$ cat src/rtl/fmdll_pkg.sv
// fmdll_pkg: shared types and defaults for the FMDLL lock controller.
package fmdll_pkg;

  // Default width of the delay-line control code.
  localparam int CODE_W_DEF = 6;

  // Lock controller operating states.
  typedef enum logic [1:0] {
    IDLE   = 2'd0,
    ADJUST = 2'd1,
    LOCKED = 2'd2
  } state_t;

  // Direction of the last code adjustment (used by the binary search).
  typedef enum logic {
    DIR_UP = 1'b0,
    DIR_DN = 1'b1
  } dir_t;

endpackage

$ cat src/rtl/fmdll_sync_bus.sv
// fmdll_sync_bus: two-flop synchronizer per bit followed by a stability
// register. The bus is only trusted when two consecutive synchronized
// values agree, which filters samples taken while the source counter moved.
module fmdll_sync_bus #(
  parameter int W = 4
) (
  input  logic         clk_ext,
  input  logic         rst_n,
  input  logic [W-1:0] din,
  output logic [W-1:0] dout,
  output logic         valid
);

  logic [W-1:0] sync2_bus;
  logic [W-1:0] stab_reg;

  genvar gi;
  generate
    for (gi = 0; gi < W; gi++) begin : g_bit
      logic sync1_reg;
      logic sync2_reg;

      // Two-flop metastability filter for one bit of the bus.
      always_ff @(posedge clk_ext or negedge rst_n) begin
        if (!rst_n) begin
          sync1_reg <= 1'b0;
          sync2_reg <= 1'b0;
        end else begin
          sync1_reg <= din[gi];
          sync2_reg <= sync1_reg;
        end
      end

      assign sync2_bus[gi] = sync2_reg;
    end
  endgenerate

  // Hold the previous synchronized word so it can be compared with the newest.
  always_ff @(posedge clk_ext or negedge rst_n) begin
    if (!rst_n) begin
      stab_reg <= '0;
    end else begin
      stab_reg <= sync2_bus;
    end
  end

  assign dout  = stab_reg;
  assign valid = (sync2_bus == stab_reg);

endmodule

$ cat src/rtl/fmdll_lock_ctrl.sv
// fmdll_lock_ctrl: steps the delay-line code until the clk_out count per
// reference window equals N, then asserts lock/Sel; drops lock after a run
// of misses. Optional macro FMDLL_LOCK_CTRL_BINSRCH_EN selects a binary
// search step (halving on each direction reversal) instead of a fixed step.
module fmdll_lock_ctrl
  import fmdll_pkg::*;
#(
  parameter int CODE_W    = CODE_W_DEF,
  parameter int CODE_INIT = 32,
  parameter int LOCK_CNT  = 4,
  parameter int LOSS_CNT  = 2
) (
  input  logic              clk_ext,
  input  logic              rst_n,
  input  logic [1:0]        M,
  input  logic [3:0]        N,
  input  logic [1:0]        M_counter,
  input  logic [3:0]        N_counter,
  output logic [CODE_W-1:0] dly_code,
  output logic              Sel,
  output logic              lock,
  output logic              sat
);

  localparam logic [CODE_W-1:0] CODE_RST = CODE_W'(CODE_INIT);
  localparam logic [CODE_W-1:0] STEP_MIN = CODE_W'(1);
  localparam logic [3:0]        LOCK_TGT = 4'(LOCK_CNT);
  localparam logic [3:0]        LOSS_TGT = 4'(LOSS_CNT);

  logic [3:0]        samp;
  logic              samp_vld;
  logic [1:0]        m_cnt_reg;
  logic              win_end;
  state_t            state_reg, state_next;
  logic [3:0]        hit_cnt_reg, hit_cnt_next;
  logic [3:0]        miss_cnt_reg, miss_cnt_next;
  logic [CODE_W-1:0] code_reg, code_next;
  logic              sat_reg, sat_next;
  logic              move_up, move_dn;
  logic [CODE_W-1:0] eff_step;
  logic [CODE_W:0]   sum_ext;

  fmdll_sync_bus #(.W(4)) u_sync (
    .clk_ext (clk_ext),
    .rst_n   (rst_n),
    .din     (N_counter),
    .dout    (samp),
    .valid   (samp_vld)
  );

  // Window end: counter wrapped from M back to 1.
  assign win_end = (m_cnt_reg == M) && (M_counter == 2'd1);

  // Decision logic: evaluated once per window, only on a trustworthy sample.
  always_comb begin
    state_next    = state_reg;
    hit_cnt_next  = hit_cnt_reg;
    miss_cnt_next = miss_cnt_reg;
    move_up       = 1'b0;
    move_dn       = 1'b0;
    if (win_end && samp_vld) begin
      case (state_reg)
        IDLE: state_next = ADJUST;
        ADJUST: begin
          if (samp == N) begin
            if (hit_cnt_reg + 4'd1 == LOCK_TGT) begin
              state_next    = LOCKED;
              hit_cnt_next  = '0;
              miss_cnt_next = '0;
            end else begin
              hit_cnt_next = hit_cnt_reg + 4'd1;
            end
          end else if (samp == 4'd0) begin
            move_up      = 1'b1;
            hit_cnt_next = '0;
          end else if (samp < N) begin
            move_dn      = 1'b1;
            hit_cnt_next = '0;
          end else begin
            hit_cnt_next = '0;
          end
        end
        LOCKED: begin
          if (samp == N) begin
            miss_cnt_next = '0;
          end else if (miss_cnt_reg + 4'd1 == LOSS_TGT) begin
            state_next    = ADJUST;
            miss_cnt_next = '0;
            hit_cnt_next  = '0;
          end else begin
            miss_cnt_next = miss_cnt_reg + 4'd1;
          end
        end
        default: state_next = IDLE;
      endcase
    end
  end

`ifdef FMDLL_LOCK_CTRL_BINSRCH_EN
  localparam logic [CODE_W-1:0] STEP_INIT = STEP_MIN << (CODE_W - 2);

  logic [CODE_W-1:0] step_reg, step_next;
  dir_t              dir_reg, dir_next, req_dir;
  logic              dir_vld_reg, dir_vld_next;
  logic              leave_lock;

  assign leave_lock = (state_reg == LOCKED) && (state_next == ADJUST);

  // Search step size and last adjust direction.
  always_ff @(posedge clk_ext or negedge rst_n) begin
    if (!rst_n) begin
      step_reg    <= STEP_INIT;
      dir_reg     <= DIR_UP;
      dir_vld_reg <= 1'b0;
    end else begin
      step_reg    <= step_next;
      dir_reg     <= dir_next;
      dir_vld_reg <= dir_vld_next;
    end
  end
`endif

  // Step arithmetic one bit wider than the code so over/underflow is visible.
  always_comb begin
    code_next = code_reg;
    sat_next  = 1'b0;
`ifdef FMDLL_LOCK_CTRL_BINSRCH_EN
    step_next    = step_reg;
    dir_next     = dir_reg;
    dir_vld_next = dir_vld_reg;
    req_dir      = move_up ? DIR_UP : DIR_DN;
    eff_step     = step_reg;
    if (dir_vld_reg && (req_dir != dir_reg) && (step_reg > STEP_MIN)) begin
      eff_step = step_reg >> 1;
    end
`else
    eff_step = STEP_MIN;
`endif
    sum_ext = move_up ? ({1'b0, code_reg} + {1'b0, eff_step})
                      : ({1'b0, code_reg} - {1'b0, eff_step});
    if (move_up || move_dn) begin
      if (sum_ext[CODE_W]) begin
        code_next = move_up ? {CODE_W{1'b1}} : {CODE_W{1'b0}};
        sat_next  = 1'b1;
      end else begin
        code_next = sum_ext[CODE_W-1:0];
      end
`ifdef FMDLL_LOCK_CTRL_BINSRCH_EN
      step_next    = eff_step;
      dir_next     = req_dir;
      dir_vld_next = 1'b1;
`endif
    end
`ifdef FMDLL_LOCK_CTRL_BINSRCH_EN
    if (leave_lock) begin
      step_next    = STEP_INIT;
      dir_vld_next = 1'b0;
    end
`endif
  end

  // Main state register: window tracker, FSM, counters, code and sat pulse.
  always_ff @(posedge clk_ext or negedge rst_n) begin
    if (!rst_n) begin
      m_cnt_reg    <= '0;
      state_reg    <= IDLE;
      hit_cnt_reg  <= '0;
      miss_cnt_reg <= '0;
      code_reg     <= CODE_RST;
      sat_reg      <= 1'b0;
    end else begin
      m_cnt_reg    <= M_counter;
      state_reg    <= state_next;
      hit_cnt_reg  <= hit_cnt_next;
      miss_cnt_reg <= miss_cnt_next;
      code_reg     <= code_next;
      sat_reg      <= sat_next;
    end
  end

  assign dly_code = code_reg;
  assign sat      = sat_reg;
  assign lock     = (state_reg == LOCKED);
  assign Sel      = (state_reg == LOCKED);

endmodule

$ cat config.mk
export PLATFORM = sky130hd
export DESIGN_NAME = fmdll_lock_ctrl
export DESIGN_NICKNAME = d
export VERILOG_FILES = /design/src/rtl/fmdll_pkg.sv /design/src/rtl/fmdll_sync_bus.sv /design/src/rtl/fmdll_lock_ctrl.sv
export SDC_FILE = /design/constraint.sdc
export NUM_CORES = 1
export LEC_CHECK = 0
export CAP_MARGIN = 20
export CORE_ASPECT_RATIO = 0.75
export CORE_MARGIN = 2
export CORE_UTILIZATION = 55
export DETAILED_ROUTE_END_ITERATION = 16
export PLACE_DENSITY_LB_ADDON = 0.08
export SYNTH_ARGS = -nofsm -noshare
export SYNTH_HDL_FRONTEND = slang
export SYNTH_SLANG_ARGS = --single-unit
$ cat constraint.sdc
create_clock -name clk_ext -period 4 [get_ports clk_ext]
set_clock_uncertainty 0.1 [all_clocks]
set_input_delay 0.8 -clock clk_ext [delete_from_list [all_inputs] [get_ports clk_ext]]
set_output_delay 0.8 -clock clk_ext [all_outputs]
set_load 0.05 [all_outputs]
==> metrics <==
Yosys top cell by area=dfrtp_1; pin count of the biggest net entering global routing=32; most frequent CP cell=o21ai_0; TritonCTS clock tree=built; TritonCTS buffer count=5; Hold Vio Cnt, Final=0; Antenna Nets Post-Route=0; die area=3790 µm²; First DRT Iteration DRCs=28; max cap viols=0; initial antenna violation count=0; CP max stage delay=~0.45 ns; P_leak=about 1.0 nW; Initial Util=0.566; status=completed; Max IR drop VDD=0.277 mV; first-pass GRT wire length=between 6000 and 7000 µm; PD cells=320 nW/µm²; filler instances=about 250; FMAX=272 MHz; CTS HTree Levels=2; Reg clk slew, reported paths=roughly 0.070 ns; crit path DAT=about 3.8 ns; relative slew slack=0.396; synthesized flop and latch total=31; Via Count=between 1k and 1.5k; syn_nets=208; GRT Residual Overflow=0; Crit. End Element=flop; ant diodes=0; post_cts resized=0; ys async rst share=1.00; total power=just over 0.7 mW; vias in the first global route=1,417; DP HPWL=about 2800 µm; die height=about 54 µm; CP Cell Sequence=clkdlybuf4s50_1 > nand2b_1 > nor4_4 > nand2_1 > nor2_1 > nand3_1 > buf_4 > ha_1 > o21ai_0 > o21ai_0 > a211o_1 > or4b_1 > o21ai_0; setup TNS=0 ns; io pins=23; ratio of cells with drive above 1 in the final layout=0.103; first drt pass iteration count=4; pre-CTS WS=about 0.085 ns; max reg flops=6; dominant cells by area after synthesis=dfrtp_1 (41%), ha_1 (8.9%), o21ai_0 (4.7%), xor2_1 (3.8%), inv_1 (3.7%); Yosys Warn Count=0; CP max FO=7; CP Launch Type=input port; max-slew violation count=0; Cells after Synth=180; Cell Area, Synth=around 1800 µm²; RSZ-0062 raised after global routing=no; # Post-CTS Setup Buffers=0; Seq/Total Area, Yosys=0.427; predominant post-synthesis flop cell=dfrtp_1; Tmin final=~3.7 ns; # rows=18; number of flops mapped to enable cells by yosys=0; die width=roughly 70 µm; buffers added on ports=22; root cell of the clock tree=clkbuf_8; drt drc=0; Hold Crit Class=flop to flop; Area Growth Syn to Fin=22.7%; share of the synthesized area in the top cell type=0.412; Post-Route WL=about 3600 µm; distinct cell type count after synthesis=48; hold depth=0; mean post-synth cell area=just over 10 µm²; All-Layer GR Usage=0.213; Worst EP required=between 4 and 5 ns; clk buf depth=2; cells on worst reg2reg path=9; WS Path Type=input port to flop; DR vias/cell=around 5.8; clock latency on the worst-skew pair=about 0.28 ns; DR WL/cell=14.4 µm; final cell count without fillers=approximately 250; routability cong.=0.955; fin worst setup slack=about 0.32 ns; Placed Instances=between 200 and 250; Layout Nets=240; Worst path slowest cell=or4b_1; Least-Margin Pin Slew=0.898 ns; core box area=approximately 3200 µm²; total clock sinks=31; Hold-fix buffers, CTS=0; Tcrit/Tclk final=0.920; final setup violation count=0
==> cells in the final DEF, fill, tap and decap left out, drive strengths merged, types with 3 or more instances in the layout <==
cell,netlist,final
nor3,4,4
nor3b,3,3
xor2,8,8
clkbuf,1,6
ha,13,13
o31ai,4,4
mux2i,5,5
dfrtp,30,30
nand3,6,6
buf,1,5
a21oi,6,6
nand2,11,11
nand4,5,5
clkdlybuf4s50,0,22
inv,18,18
nor4,3,3
nor2,9,9
o21ai,17,17
==> routing by layer <==
| layer | wire length, µm | track usage |
|---|---|---|
| met2 | 1790 | 0.352 |
| met4 | 42 | 0.0897 |
| met5 | 0 | 0 |
| met1 | 1640 | 0.266 |
| met3 | 161 | 0.0637 |
==> logic make-up (layout without fill, tap and decap cells) <==
family,Yosys count,after routing,share of synthesized area
AO/OA/AOI/OAI,45,45,0.177
XOR/XNOR,10,10,0.0481
adder cells (fa/ha/maj),14,14,0.100
buffers and inverters,20,53,0.0433
flip-flops,31,31,0.427
multiplexers,5,5,0.0275
AND/OR/NAND/NOR,55,55,0.177
==> stage by stage <==
stage / hold WS (ns) / instance area, µm² / util
after global placement: 0.233 / 2120 / 0.658
after global routing: 0.266 / 2240 / 0.694
after floorplan: 0.231 / 1820 / -
final: 0.252 / 2240 / 0.694
after detailed placement: 0.240 / 2120 / 0.658
after CTS: 0.255 / 2240 / 0.694
==> where the power goes <==
group / switching, mW / total [mW] / internal [mW]
combinational: 0.0375 / 0.0692 / 0.0317
sequential: 0.00808 / 0.332 / 0.324
clock: 0.113 / 0.314 / 0.201
==> final timing paths <==
check | from | endpoint | slack, ns
min | u_sync.g_bit[1].sync1_reg$_DFF_PN0_ | u_sync.g_bit[1].sync2_reg$_DFF_PN0_ | 0.25
min reg2reg | u_sync.g_bit[1].sync1_reg$_DFF_PN0_ | u_sync.g_bit[1].sync2_reg$_DFF_PN0_ | 0.25
max in group asynchronous | rst_n | dly_code[5]$_DFFE_PN1P_ | 2.68
min in group asynchronous | rst_n | hit_cnt_reg[0]$_DFFE_PN0P_ | 0.80
max | M_counter[1] | dly_code[0]$_DFFE_PN0P_ | 0.32
max reg2reg | u_sync.dout[0]$_DFF_PN0_ | dly_code[0]$_DFFE_PN0P_ | 0.60
==> area by class of cell <==
type,instances,area (µm²),area share
inverter,18,67.6,0.0302
clock buffer,6,82.6,0.0369
clock inverter,2,35.0,0.0157
timing repair buffer,27,258,0.115
multi-input combinational,129,966,0.432
sequential,31,777,0.348
tap,40,50.0,0.0224
==> synth_stat cells, types with 3 or more instances <==
library cell / number
dfrtp_1: 30
inv_1: 18
o21ai_0: 17
ha_1: 13
nand2_1: 11
nor2_1: 9
xor2_1: 8
a21oi_1: 6
nand3_1: 6
mux2i_1: 5
nand4_1: 5
o31ai_1: 4
nor3_1: 3
nor3b_1: 3
==> critical path: cells and delay by family <==
family	cells	cell delay [ns]
and+or+nand+nor	6	1.32
buffers and inverters	2	0.67
AOI/OAI and AO/OA	4	0.65
adders and majority gates	1	0.36
Note: power is estimated with default switching activity, not from simulation.
